[src/rtl/hazard_stall_unit.sv]
// hazard_stall_unit
//   Producer-side hazard controller for the 5-stage in-order core. Covers the
//   hazards the bypass network cannot: load-use, multi-cycle divide,
//   data-memory wait and EX-stage branch redirect. Stall/flush outputs are
//   combinational from registered state plus current inputs (zero latency).
//
// Ports
//   clk, rstn                 core clock, async active-low reset
//   rs1_d, rs2_d              ID-stage source registers
//   rs1_used_d, rs2_used_d    ID instruction reads rs1 / rs2
//   rd_e, regwrite_e          EX-stage destination and write enable
//   memread_e                 EX instruction is a load
//   div_start_e               divide op in EX (held while EX is stalled)
//   div_done                  divider result valid this cycle
//   mem_req_m, mem_ready_m    MEM-stage access and its completion
//   br_redirect_e             EX branch/jump redirects fetch
//   stall_f/d/e/m             hold PC, IF/ID, ID/EX, EX/MEM
//   flush_d/e/m/w             bubble IF/ID, ID/EX, EX/MEM, MEM/WB at next edge
//   stall_cnt                 saturating count of cycles with stall_f=1
//   div_timeout               sticky divider watchdog flag
//
// state    | meaning
// IDLE     | no divide outstanding
// DIV_BUSY | divide accepted, waiting for div_done

module hazard_stall_unit #(
  parameter int CNT_W       = 32,
  parameter int DIV_TIMEOUT = 64
) (
  input  logic             clk,
  input  logic             rstn,
  input  logic [4:0]       rs1_d,
  input  logic [4:0]       rs2_d,
  input  logic             rs1_used_d,
  input  logic             rs2_used_d,
  input  logic [4:0]       rd_e,
  input  logic             regwrite_e,
  input  logic             memread_e,
  input  logic             div_start_e,
  input  logic             div_done,
  input  logic             mem_req_m,
  input  logic             mem_ready_m,
  input  logic             br_redirect_e,
  output logic             stall_f,
  output logic             stall_d,
  output logic             stall_e,
  output logic             stall_m,
  output logic             flush_d,
  output logic             flush_e,
  output logic             flush_m,
  output logic             flush_w,
  output logic [CNT_W-1:0] stall_cnt,
  output logic             div_timeout
);

  localparam int DCW = $clog2(DIV_TIMEOUT + 1);
  localparam logic [DCW-1:0] DIV_MAX  = DCW'(DIV_TIMEOUT);
  localparam logic [DCW-1:0] DIV_LAST = DCW'(DIV_TIMEOUT - 1);

  typedef enum logic {
    IDLE     = 1'b0,
    DIV_BUSY = 1'b1
  } state_t;

  state_t         state, state_nxt;
  logic           redirect_pend, redirect_pend_nxt;
  logic [DCW-1:0] div_cyc;

  logic mem_wait, divwait, hold_e, redir, load_use;

  always_comb begin
    stall_f           = 1'b0;
    stall_d           = 1'b0;
    stall_e           = 1'b0;
    stall_m           = 1'b0;
    flush_d           = 1'b0;
    flush_e           = 1'b0;
    flush_m           = 1'b0;
    flush_w           = 1'b0;
    state_nxt         = state;

    mem_wait = mem_req_m & ~mem_ready_m;
    divwait  = ((state == DIV_BUSY) | ((state == IDLE) & div_start_e)) & ~div_done;
    hold_e   = mem_wait | divwait;
    // A redirect seen while EX is held is remembered and issued once EX moves.
    redir    = (br_redirect_e | redirect_pend) & ~hold_e;
    load_use = memread_e & regwrite_e & (rd_e != 5'd0) &
               ((rs1_used_d & (rs1_d == rd_e)) | (rs2_used_d & (rs2_d == rd_e)));

    // Everything is gated by rstn so the outputs are quiet during reset even
    // while the hazard inputs are still active.
    if (rstn) begin
      if (mem_wait) begin
        stall_f = 1'b1;
        stall_d = 1'b1;
        stall_e = 1'b1;
        stall_m = 1'b1;
        flush_w = 1'b1;
      end else if (divwait) begin
        stall_f = 1'b1;
        stall_d = 1'b1;
        stall_e = 1'b1;
        flush_m = 1'b1;
      end else if (redir) begin
        // ID holds a wrong-path instruction, so any load-use match is moot.
        flush_d = 1'b1;
        flush_e = 1'b1;
      end else if (load_use) begin
        stall_f = 1'b1;
        stall_d = 1'b1;
        flush_e = 1'b1;
      end
    end

    redirect_pend_nxt = hold_e ? (redirect_pend | br_redirect_e) : 1'b0;

    case (state)
      IDLE:     if (div_start_e & ~div_done & ~mem_wait) state_nxt = DIV_BUSY;
      DIV_BUSY: if (div_done & ~mem_wait)                state_nxt = IDLE;
      default:                                           state_nxt = IDLE;
    endcase
  end

  always_ff @(posedge clk or negedge rstn) begin
    if (!rstn) begin
      state         <= IDLE;
      redirect_pend <= 1'b0;
      div_cyc       <= '0;
      div_timeout   <= 1'b0;
      stall_cnt     <= '0;
    end else begin
      state         <= state_nxt;
      redirect_pend <= redirect_pend_nxt;

      if ((state == IDLE) && (state_nxt == DIV_BUSY)) begin
        div_cyc <= '0;
      end else if ((state == DIV_BUSY) && (div_cyc != DIV_MAX)) begin
        div_cyc <= div_cyc + 1'b1;
      end

      // Sets on the edge where div_cyc reaches DIV_TIMEOUT.
      if ((state == DIV_BUSY) && (div_cyc == DIV_LAST)) begin
        div_timeout <= 1'b1;
      end

      if (stall_f && (stall_cnt != '1)) begin
        stall_cnt <= stall_cnt + 1'b1;
      end
    end
  end

endmodule

[config.mk]
export PLATFORM = sky130hd
export DESIGN_NAME = hazard_stall_unit
export DESIGN_NICKNAME = d
export VERILOG_FILES = /design/src/rtl/hazard_stall_unit.sv
export SDC_FILE = /design/constraint.sdc
export NUM_CORES = 1
export LEC_CHECK = 0
export ABC_AREA = 1
export BUFFER_PORTS_ARGS = -buffer_cell sky130_fd_sc_hd__clkbuf_2
export CAP_MARGIN = 40
export CORE_MARGIN = 5
export CORE_UTILIZATION = 55
export DETAILED_ROUTE_END_ITERATION = 7
export PLACE_DENSITY = 0.81
export RECOVER_POWER = 100
export SETUP_SLACK_MARGIN = 0.15
export SYNTH_ARGS = -nofsm -noshare
export SYNTH_HDL_FRONTEND = slang
export SYNTH_SLANG_ARGS = --single-unit
export TNS_END_PERCENT = 30
[constraint.sdc]
create_clock -name clk -period 2.1 [get_ports clk]
set_input_delay 0.105 -clock clk [delete_from_list [all_inputs] [get_ports clk]]
set_output_delay 0.105 -clock clk [all_outputs]
set_load 0.02 [all_outputs]
==> results of run 1 <==
[layout by cell type (no fill, tap or decap), types with 12 or more instances in the layout]
cell type	count
dfrtp_1	40
nor2_1	58
buf_4	12
nor3_1	15
nand2_1	178
clkbuf_2	28
clkbuf_1	42
nand3_1	55
xor2_1	18
inv_1	47
[layer usage]
layer	share of wire [%]	wire, um	vias up
met4	1.3	104	0
met5	0	0	-
met1	44	3554	1459
li1	-	-	1602
met2	47	3758	134
met3	7.9	632	18
[metrics by stage]
step	util, %	instance area, um^2	hold slack [ns]	instances
after floorplan	-	2988	-0.1906	464
after global placement	65.26	3397	0.2414	598
after detailed placement	65.26	3397	0.2485	598
after CTS	67.40	3508	0.07914	606
after global routing	67.31	3503	0.08785	610
final	67.31	3503	0.06844	610
[flip-flops by register name, indices dropped and copies added (netlist names)]
signal and count:
redirect_pend 1, state 1, div_cyc 7, stall_cnt 32
div_timeout 1
[cell type report]
type / instances / share of cell area (%)
sequential: 42 / 30.07
multi-input combinational: 361 / 48.86
inverter: 49 / 5.250
clock buffer: 7 / 2.179
tap: 70 / 2.500
timing repair buffer: 81 / 11.14
[cells by family (layout without fill, tap and decap cells)]
| kind of cell | Yosys count | count (layout) | synth area share [%] |
|---|---|---|---|
| buffers and inverters | 61 | 137 | 8.961 |
| DFF | 42 | 42 | 35.18 |
| adders and majority gates | 3 | 3 | 1.256 |
| xor gates and xnor gates | 22 | 22 | 6.449 |
| AOI/OAI and AO/OA | 9 | 9 | 1.633 |
| and+or+nand+nor | 327 | 327 | 46.52 |
[repair_timing]
action                                 4_1_cts  5_1_grt
setup endpoints to repair                   34       34
gates resized for setup                      8        7
buffers inserted                             0        4
pin swaps                                    0        1
cloned                                       0        0
hold buffers                                 1        0
endpoints found under the hold margin       42        0
[worst max-delay path: cells and delay by family]
| kind | cells | cell delay (ns) |
|---|---|---|
| buf+inv | 5 | 1.24 |
| simple gates | 3 | 0.49 |
[power groups by stage]
stage / logic (mW) / registers (mW) / clock network (mW)
after CTS: 0.450 / 0.984 / 0.504
final: 0.499 / 0.980 / 0.497
after detailed placement: 0.441 / 0.997 / 0
after global placement: 0.428 / 0.991 / 0
after global routing: 0.559 / 0.989 / 0.534
after floorplan: 0.258 / 1.02 / 0
[worst max-delay path by stage]
stage                     depth (start not counted)         start       endpoint  slack, ns
after global placement                           11  stall_cnt[0]  stall_cnt[26]       0.25
after global routing                             11  stall_cnt[1]   stall_cnt[5]       0.08
after floorplan                                  11  stall_cnt[0]   stall_cnt[2]       0.16
after detailed placement                         11  stall_cnt[0]  stall_cnt[10]       0.09
final                                             8          rstn        stall_f       0.17
after CTS                                        11  stall_cnt[1]  stall_cnt[29]       0.18
==> out/metrics.cfg, run 1 <==
[timing]
slew-limit-headroom_pct=30.64
period_share_pct=92.05
finalSetupTns_ns=0
min_period_ns=1.933
setup_ws_ns=0.1670
clock_skew_ns=0.004325
setup_viol=0
slew_violations=0
max_clock_freq_mhz=517.3
finalHoldViolations=0
rsz0062_at_grt=true
worstMarginPinSlew_ns=1.040

[drt]
vias_per_cell=5.267
wirelength_mm=8.049
route.detailed.drc=0
dr.pass1.iters=5
vias=3213
wire_per_inst_um=13.20
antenna_left=0
dr.first_iter.drc_count=301

[min_path]
hp-class=input port to flop
worstHoldStart=br_redirect_e
hold_end=redirect_pend
hold-path-cell-count=3

[power]
powerDensity_mw_per_mm2=564.2
p_leak_nw=1.769
p_sw_uw=672.2
internal_power_mw=1.304
ir_worst_vdd_mv=0.6579
finalPower_mw=1.977
combPwrFrac_pct=25.2
seqPwrFrac_pct=49.6
p_clk_share_pct=25.2
sw_frac_of_total_pct=34.01

[cts]
cts_tree=built
cts.sinks=42
numCtsBuffers=5
cts_buffer_depth=2
clkSlewWorstSetupHoldPaths_ns=0.07
clk_latency_ns=0.29
cts_max_level=2
cts_root_buf=clkbuf_8

[synth]
synth.net_count=493
ys_top_cells_by_area=dfrtp_1, nand2_1, nand3_1
ys_ff_latch=42
synth_common_cells=nand2_1, nor2_1, nand3_1, inv_1, dfrtp_1
synthDistinctLibCells=27
synthFlopType=dfrtp_1
yosysSeqAreaShare_pct=35.18
netlist.top_cell.by_area=dfrtp_1
postSynth.asyncResetShare_pct=100.0
syn_avg_cell_area_um2=6.439
synth_most_common_cell=nand2_1
syn-instance-count=464
netlist.area_leader.share_pct=35.18
synth_edf_count=0
yosysWarnings=0
netlist_area_mm2=0.002988

[global_routing]
antenna_found_initial=0
use_met1_pct=32.03
grt_start_max_net_pins=43
grt_usage_pct=23.20
use_met3_pct=3.258
grt_pass1_wl_mm=13.54
grt-ovfl-total=0
use_met2_pct=37.24
gr-max-usage-layer=met2
first_global_vias=3067

[die]
floorplan.initialDensity_pct=57.40
die_y_um=83.71
core_mm2=0.005205
boundaryPins=67
die_area_mm2=0.007007
rows=26
die_x_um=83.71

[place]
portBuffers=66
post-place-ws_ns=0.09488
dp_hpwl_mm=6.172
gp_congestion=0.9972

[setup_path]
crit_fanout=12
cp-end-kind=output port
cp.required_ns=2.00
reg2reg_from=stall_cnt[1]
reg2reg_setup_slack_ns=0.20
crit_slowest_cell=dlygate4sd3_1
critPathMaxStageDelay_ns=0.52
r2r_cells=11
start_kind=input port
r2r-end=stall_cnt[29]
worstSetupPathType=input port to output port
crit_chain=dlygate4sd3_1 > clkbuf_1 > inv_1 > nor2_1 > nand3_1 > nand2_2 > buf_4 > clkbuf_2
arrival_ns=1.83

[finish]
area_delta_synth_final_pct=17.25
multi_input_area_mm2=0.001712
fill_cells=492
seq_area_mm2=0.001054
layout-drive-gt1-share_pct=11.48
fin_nets=569
antenna_cells=0

[outcome]
outcome=complete, no violations

[flow_run]
maxCapViolCount=0

Note: power is estimated with default switching activity, not from simulation.
==> run 2: changes to the inputs <==
--- a/config.mk
+++ b/config.mk
@@ -11,7 +11,7 @@
 export CORE_MARGIN = 5
 export CORE_UTILIZATION = 55
 export DETAILED_ROUTE_END_ITERATION = 7
-export PLACE_DENSITY = 0.81
+export PLACE_DENSITY_LB_ADDON = 0.25
 export RECOVER_POWER = 100
 export SETUP_SLACK_MARGIN = 0.15
 export SYNTH_ARGS = -nofsm -noshare
==> run 2 against run 1 <==
  * Final area rose by 3.1%
  * Total power increased by 7.5%
  * Utilization grew 2.1 points
  * Largest power group unchanged
  * Highest routed layer unchanged
==> out/metrics.cfg, run 2 (synthesis results as in run 1) <==
[outcome]
outcome=complete, no violations

[setup_path]
crit_chain=o21ai_0 > nand2_1 > inv_1 > nor2_1 > inv_1 > nand2_4 > buf_6 > clkbuf_1
arrival_ns=1.84
crit_fanout=14
critPathMaxStageDelay_ns=0.43
cp.required_ns=2.00
r2r-end=stall_cnt[2]
crit_slowest_cell=dfrtp_2
crit_buf_inv=4
start_kind=flop
crit_top_cell=inv_1
cp-end-kind=output port
reg2reg_setup_slack_ns=0.21
worstSetupPathType=flop to output port
r2r_cells=11
reg2reg_from=stall_cnt[1]
cpLargestDelayFamily=buffers and inverters

[timing]
hold_ws_ns=0.07371
min_period_ns=1.941
clock_skew_ns=0.004836
slew_violations=0
max_clock_freq_mhz=515.3
finalSetupTns_ns=0
period_share_pct=92.42
worstMarginPinSlew_ns=1.041
slew-limit-headroom_pct=30.61
setup_viol=0
setup_ws_ns=0.1593
rsz0062_at_grt=true
finalHoldViolations=0

[drt]
route.detailed.drc=0
wire_per_inst_um=13.86
dr.pass1.iters=5
dr.first_iter.drc_count=189
vias=3228
vias_per_cell=5.240
antenna_left=0
wirelength_mm=8.536

[global_routing]
grt_pass1_wl_mm=13.59
grt-ovfl-total=0
first_global_vias=2970
grt_usage_pct=23.37
antenna_found_initial=0
grt_start_max_net_pins=43

[finish]
layout-drive-gt1-share_pct=12.64
fin_cells=616
final_cell_mix=nand2_1, nor2_1, nand3_1, inv_1, clkbuf_1
final_util_pct=69.38
regMostFlops=stall_cnt
fill_cells=508
antenna_cells=0
area_delta_synth_final_pct=20.85
postLayoutCellArea_mm2=0.003611
mostFrequentLayoutCell=nand2_1
reg_top3=stall_cnt: 32 flops, div_cyc: 7 flops
fin_nets=574
largest_register_ff_count=32

[min_path]
hold_end=state
hp-class=input port to flop
worstHoldStart=div_start_e
hold-path-cell-count=3

[place]
portBuffers=66
dp_cells=598
post-place-ws_ns=0.1070
dp_hpwl_mm=6.236
placed_cell_area_mm2=0.003397
gp_congestion=0.9513

[die]
core_mm2=0.005205
boundaryPins=67
die_area_mm2=0.007007
die_y_um=83.71
die_x_um=83.71
floorplan.initialDensity_pct=57.40
rows=26

[cts]
clkSlewWorstSetupHoldPaths_ns=0.08
cts_max_level=2
clk_latency_ns=0.30
cts_tree=built
cts.sinks=42
numCtsBuffers=5
cts_root_buf=clkbuf_8
cts_buffer_depth=2

[power]
powerDensity_mw_per_mm2=588.4
p_leak_nw=1.815
finalPower_mw=2.125
ir_worst_vdd_mv=0.7149

[flow_run]
maxCapViolCount=0

==> run 2: changes by cell type in the layout (fill, tap and decap cells not counted), moves of 2 or more <==
cell | previous run | this run
nand2_4 | 0 | 2
buf_6 | 0 | 3
nor2_1 | 58 | 56
clkinv_2 | 0 | 2
==> run 2: power by group <==
group / internal [mW] / switching, mW / leakage, nW
combinational: 0.192 / 0.317 / 1.18
clock: 0.350 / 0.292 / 0.0579
sequential: 0.881 / 0.0928 / 0.573
total: 1.42 / 0.701 / 1.82
==> run 2: worst max-delay path by stage <==
stage                            start            end  slack (ns)  depth (start not counted)
after detailed placement  stall_cnt[1]  stall_cnt[21]        0.11                         11
final                            state        stall_d        0.16                          8
after floorplan           stall_cnt[0]   stall_cnt[2]        0.16                         11
after global placement    stall_cnt[1]   stall_cnt[1]        0.22                         11
after CTS                        state        stall_f        0.19                          8
after global routing             state        stall_f        0.08                          8
==> run 2: tightest hold or removal path: cells and delay by family <==
family	cells	cell delay [ns]
buffers and inverters	1	0.09
and+or+nand+nor	2	0.15
==> run 2: final cells by class <==
| class | count | area, um^2 | share of cell area (%) |
|---|---|---|---|
| clock inverters | 3 | 40.04 | 1.109 |
| well taps | 70 | 87.58 | 2.426 |
| multi-input cells | 362 | 1739 | 48.16 |
| inverters | 49 | 183.9 | 5.094 |
| flip-flops and latches | 42 | 1052 | 29.14 |
| clock buffers | 5 | 68.82 | 1.906 |
| repair buffers | 85 | 439.2 | 12.16 |
==> run 2: per-layer routing <==
metal  vias to the layer above  track usage (%)  share of wire [%]
met5                         -                0                  0
met4                         0            4.678                1.0
met3                         8            4.245                7.0
met2                       104            39.12                 46
met1                      1501            31.72                 46
li1                       1615                -                  -
==> run 2: repair_timing <==
item                       CTS  global route
hold buffers                 1             0
gates cloned                 0             4
gates resized for setup      6            13
hold endpoints to repair    42             0
buffers inserted             1             4
setup endpoints to repair   34            34
pin swaps                    0             4
==> run 3: changes to the inputs <==
--- a/config.mk
+++ b/config.mk
@@ -9,7 +9,7 @@
 export BUFFER_PORTS_ARGS = -buffer_cell sky130_fd_sc_hd__clkbuf_2
 export CAP_MARGIN = 40
 export CORE_MARGIN = 5
-export CORE_UTILIZATION = 55
+export CORE_UTILIZATION = 59
 export DETAILED_ROUTE_END_ITERATION = 7
 export PLACE_DENSITY_LB_ADDON = 0.25
 export RECOVER_POWER = 100
==> constraint.sdc (replaced) <==
create_clock -name clk -period 2.5 [get_ports clk]
set_input_delay 0.125 -clock clk [delete_from_list [all_inputs] [get_ports clk]]
set_output_delay 0.125 -clock clk [all_outputs]
set_load 0.02 [all_outputs]
==> run 3 against run 2 <==
  * Worst setup slack improved by 0.096 ns
  * Final area shrank 5.2%
  * Total power is 20% lower
  * Highest routed layer unchanged
  * Via count decreased by 3.2%
  * Combinational power decreased by 29%
  * Utilization shrank 1.0 points
  * Sequential cell count unchanged
  * Largest cell class unchanged
  * First-iteration DRC count rose by 20%
  * Critical endpoint unchanged
  * Cell count fell by 2.1%
  * Sequential power fell by 15%
  * Sequential share of layout area rose by 1.6 points
==> out/metrics.cfg, run 3 (synthesis results as in run 1) <==
[drt]
wire_per_inst_um=13.13
wirelength_mm=7.915
route.detailed.drc=0
dr.first_iter.drc_count=227
vias=3124
antenna_left=0
dr.pass1.iters=5
vias_per_cell=5.181

[finish]
final_cell_mix=nand2_1, nor2_1, nand3_1, inv_1, dfrtp_1
fin_nets=561
fill_cells=498
largest_register_ff_count=32
regMostFlops=stall_cnt
mostFrequentLayoutCell=nand2_1
reg_top3=stall_cnt: 32 flops, div_cyc: 7 flops
multi_input_area_mm2=0.001659
layout-drive-gt1-share_pct=8.630
seq_area_mm2=0.001051
antenna_cells=0
area_delta_synth_final_pct=14.57
postLayoutCellArea_mm2=0.003423

[die]
core_mm2=0.005010
rows=26
die_y_um=81.17
die_x_um=81.17
floorplan.initialDensity_pct=59.64
boundaryPins=67
die_area_mm2=0.006588

[timing]
setup_viol=0
period_share_pct=89.78
min_period_ns=2.244
worstMarginPinSlew_ns=1.012
finalHoldViolations=0
slew-limit-headroom_pct=32.52
finalSetupTns_ns=0
max_clock_freq_mhz=445.5
slew_violations=0
setup_ws_ns=0.2556
rsz0062_at_grt=false
clock_skew_ns=0.007755

[setup_path]
arrival_ns=2.12
reg2reg_from=stall_cnt[0]
reg2reg_setup_slack_ns=0.34
r2r-end=stall_cnt[4]
crit_fanout=18
cp-end-kind=output port
start_kind=flop
cp.required_ns=2.38
worstSetupPathType=flop to output port
r2r_cells=11
crit_path_start=state

[global_routing]
grt_start_max_net_pins=43
antenna_found_initial=0
grt_pass1_wl_mm=13.43
grt-ovfl-total=0
grt_usage_pct=26.07
first_global_vias=2973

[min_path]
hold-path-cell-count=3
hold_end=state
worstHoldStart=div_start_e
hp-class=input port to flop

[cts]
cts_tree=built
cts_max_level=2
cts_root_buf=clkbuf_8
cts.sinks=42
clkSlewWorstSetupHoldPaths_ns=0.08
cts_buffer_depth=2
numCtsBuffers=5
clk_latency_ns=0.30

[flow_run]
maxCapViolCount=0

[place]
post-place-ws_ns=0.4584
placed_cell_area_mm2=0.003367
portBuffers=66
gp_congestion=1.053
dp_hpwl_mm=6.232

[outcome]
outcome=complete, no violations

[power]
powerDensity_mw_per_mm2=496.5
p_leak_nw=1.746
ir_worst_vdd_mv=0.4697

-- run 3: changes by cell type in the layout (fill, tap and decap cells not counted), sizes merged --
cell    before  now
buf         15    5
clkinv       2    0
bufinv       1    0
nand2      182  181
clkbuf      74   75
-- run 3: power by group --
part | switching [mW] | internal [mW]
Combinational | 0.238 | 0.122
Clock | 0.235 | 0.279
Sequential | 0.0859 | 0.739
-- run 3: stage by stage --
stage | instances | utilization, % | power [mW] | hold WS (ns)
after detailed placement | 594 | 67.21 | 1.204 | 0.2389
after CTS | 603 | 69.61 | 1.716 | 0.09162
final | 603 | 68.33 | 1.700 | 0.09217
after global placement | 594 | 67.21 | 1.185 | 0.2319
after floorplan | 464 | - | 1.074 | -0.1706
after global routing | 603 | 68.33 | 1.803 | 0.1095
-- run 3: repair_timing --
item / in CTS / in global routing
endpoints found under the hold margin: 42 / 0
hold buffers: 1 / 0
setup endpoints to repair: 0 / 0
buffers inserted: 0 / 0
gates resized for setup: 0 / 0
-- run 3: how the worst max path moves through the flow --
stage                         endpoint  cells after the start  slack, ns
after floorplan           stall_cnt[2]                     11       0.56
after global placement    stall_cnt[6]                     11       0.56
after detailed placement  stall_cnt[6]                     11       0.46
after CTS                      stall_f                      8       0.34
after global routing      stall_cnt[6]                     11       0.10
final                          stall_d                      8       0.26
-- run 3: area by class of cell --
class | instances | area share, %
Multi-Input combinational cell | 361 | 48.46
Clock buffer | 8 | 3.216
Timing Repair Buffer | 73 | 9.686
Sequential cell | 42 | 30.70
Inverter | 49 | 5.373
Tap cell | 70 | 2.558
-- run 3: critical path, stage by stage (launching register included) --
cell and delay, ns:
dfrtp_1 0.50, o21ai_0 0.16, nand2_1 0.13, inv_1 0.06, nor2_1 0.12, inv_1 0.06
nand2_1 0.24, buf_4 0.29, clkbuf_1 0.25
-- run 3: routing by layer --
| layer | vias to the layer above | share of wire (%) | GRT usage [%] |
|---|---|---|---|
| li1 | 1580 | - | - |
| met1 | 1443 | 46 | 35.74 |
| met2 | 90 | 46 | 42.61 |
| met3 | 11 | 6.4 | 4.102 |
| met4 | 0 | 1.2 | 7.264 |
| met5 | - | 0 | 0 |
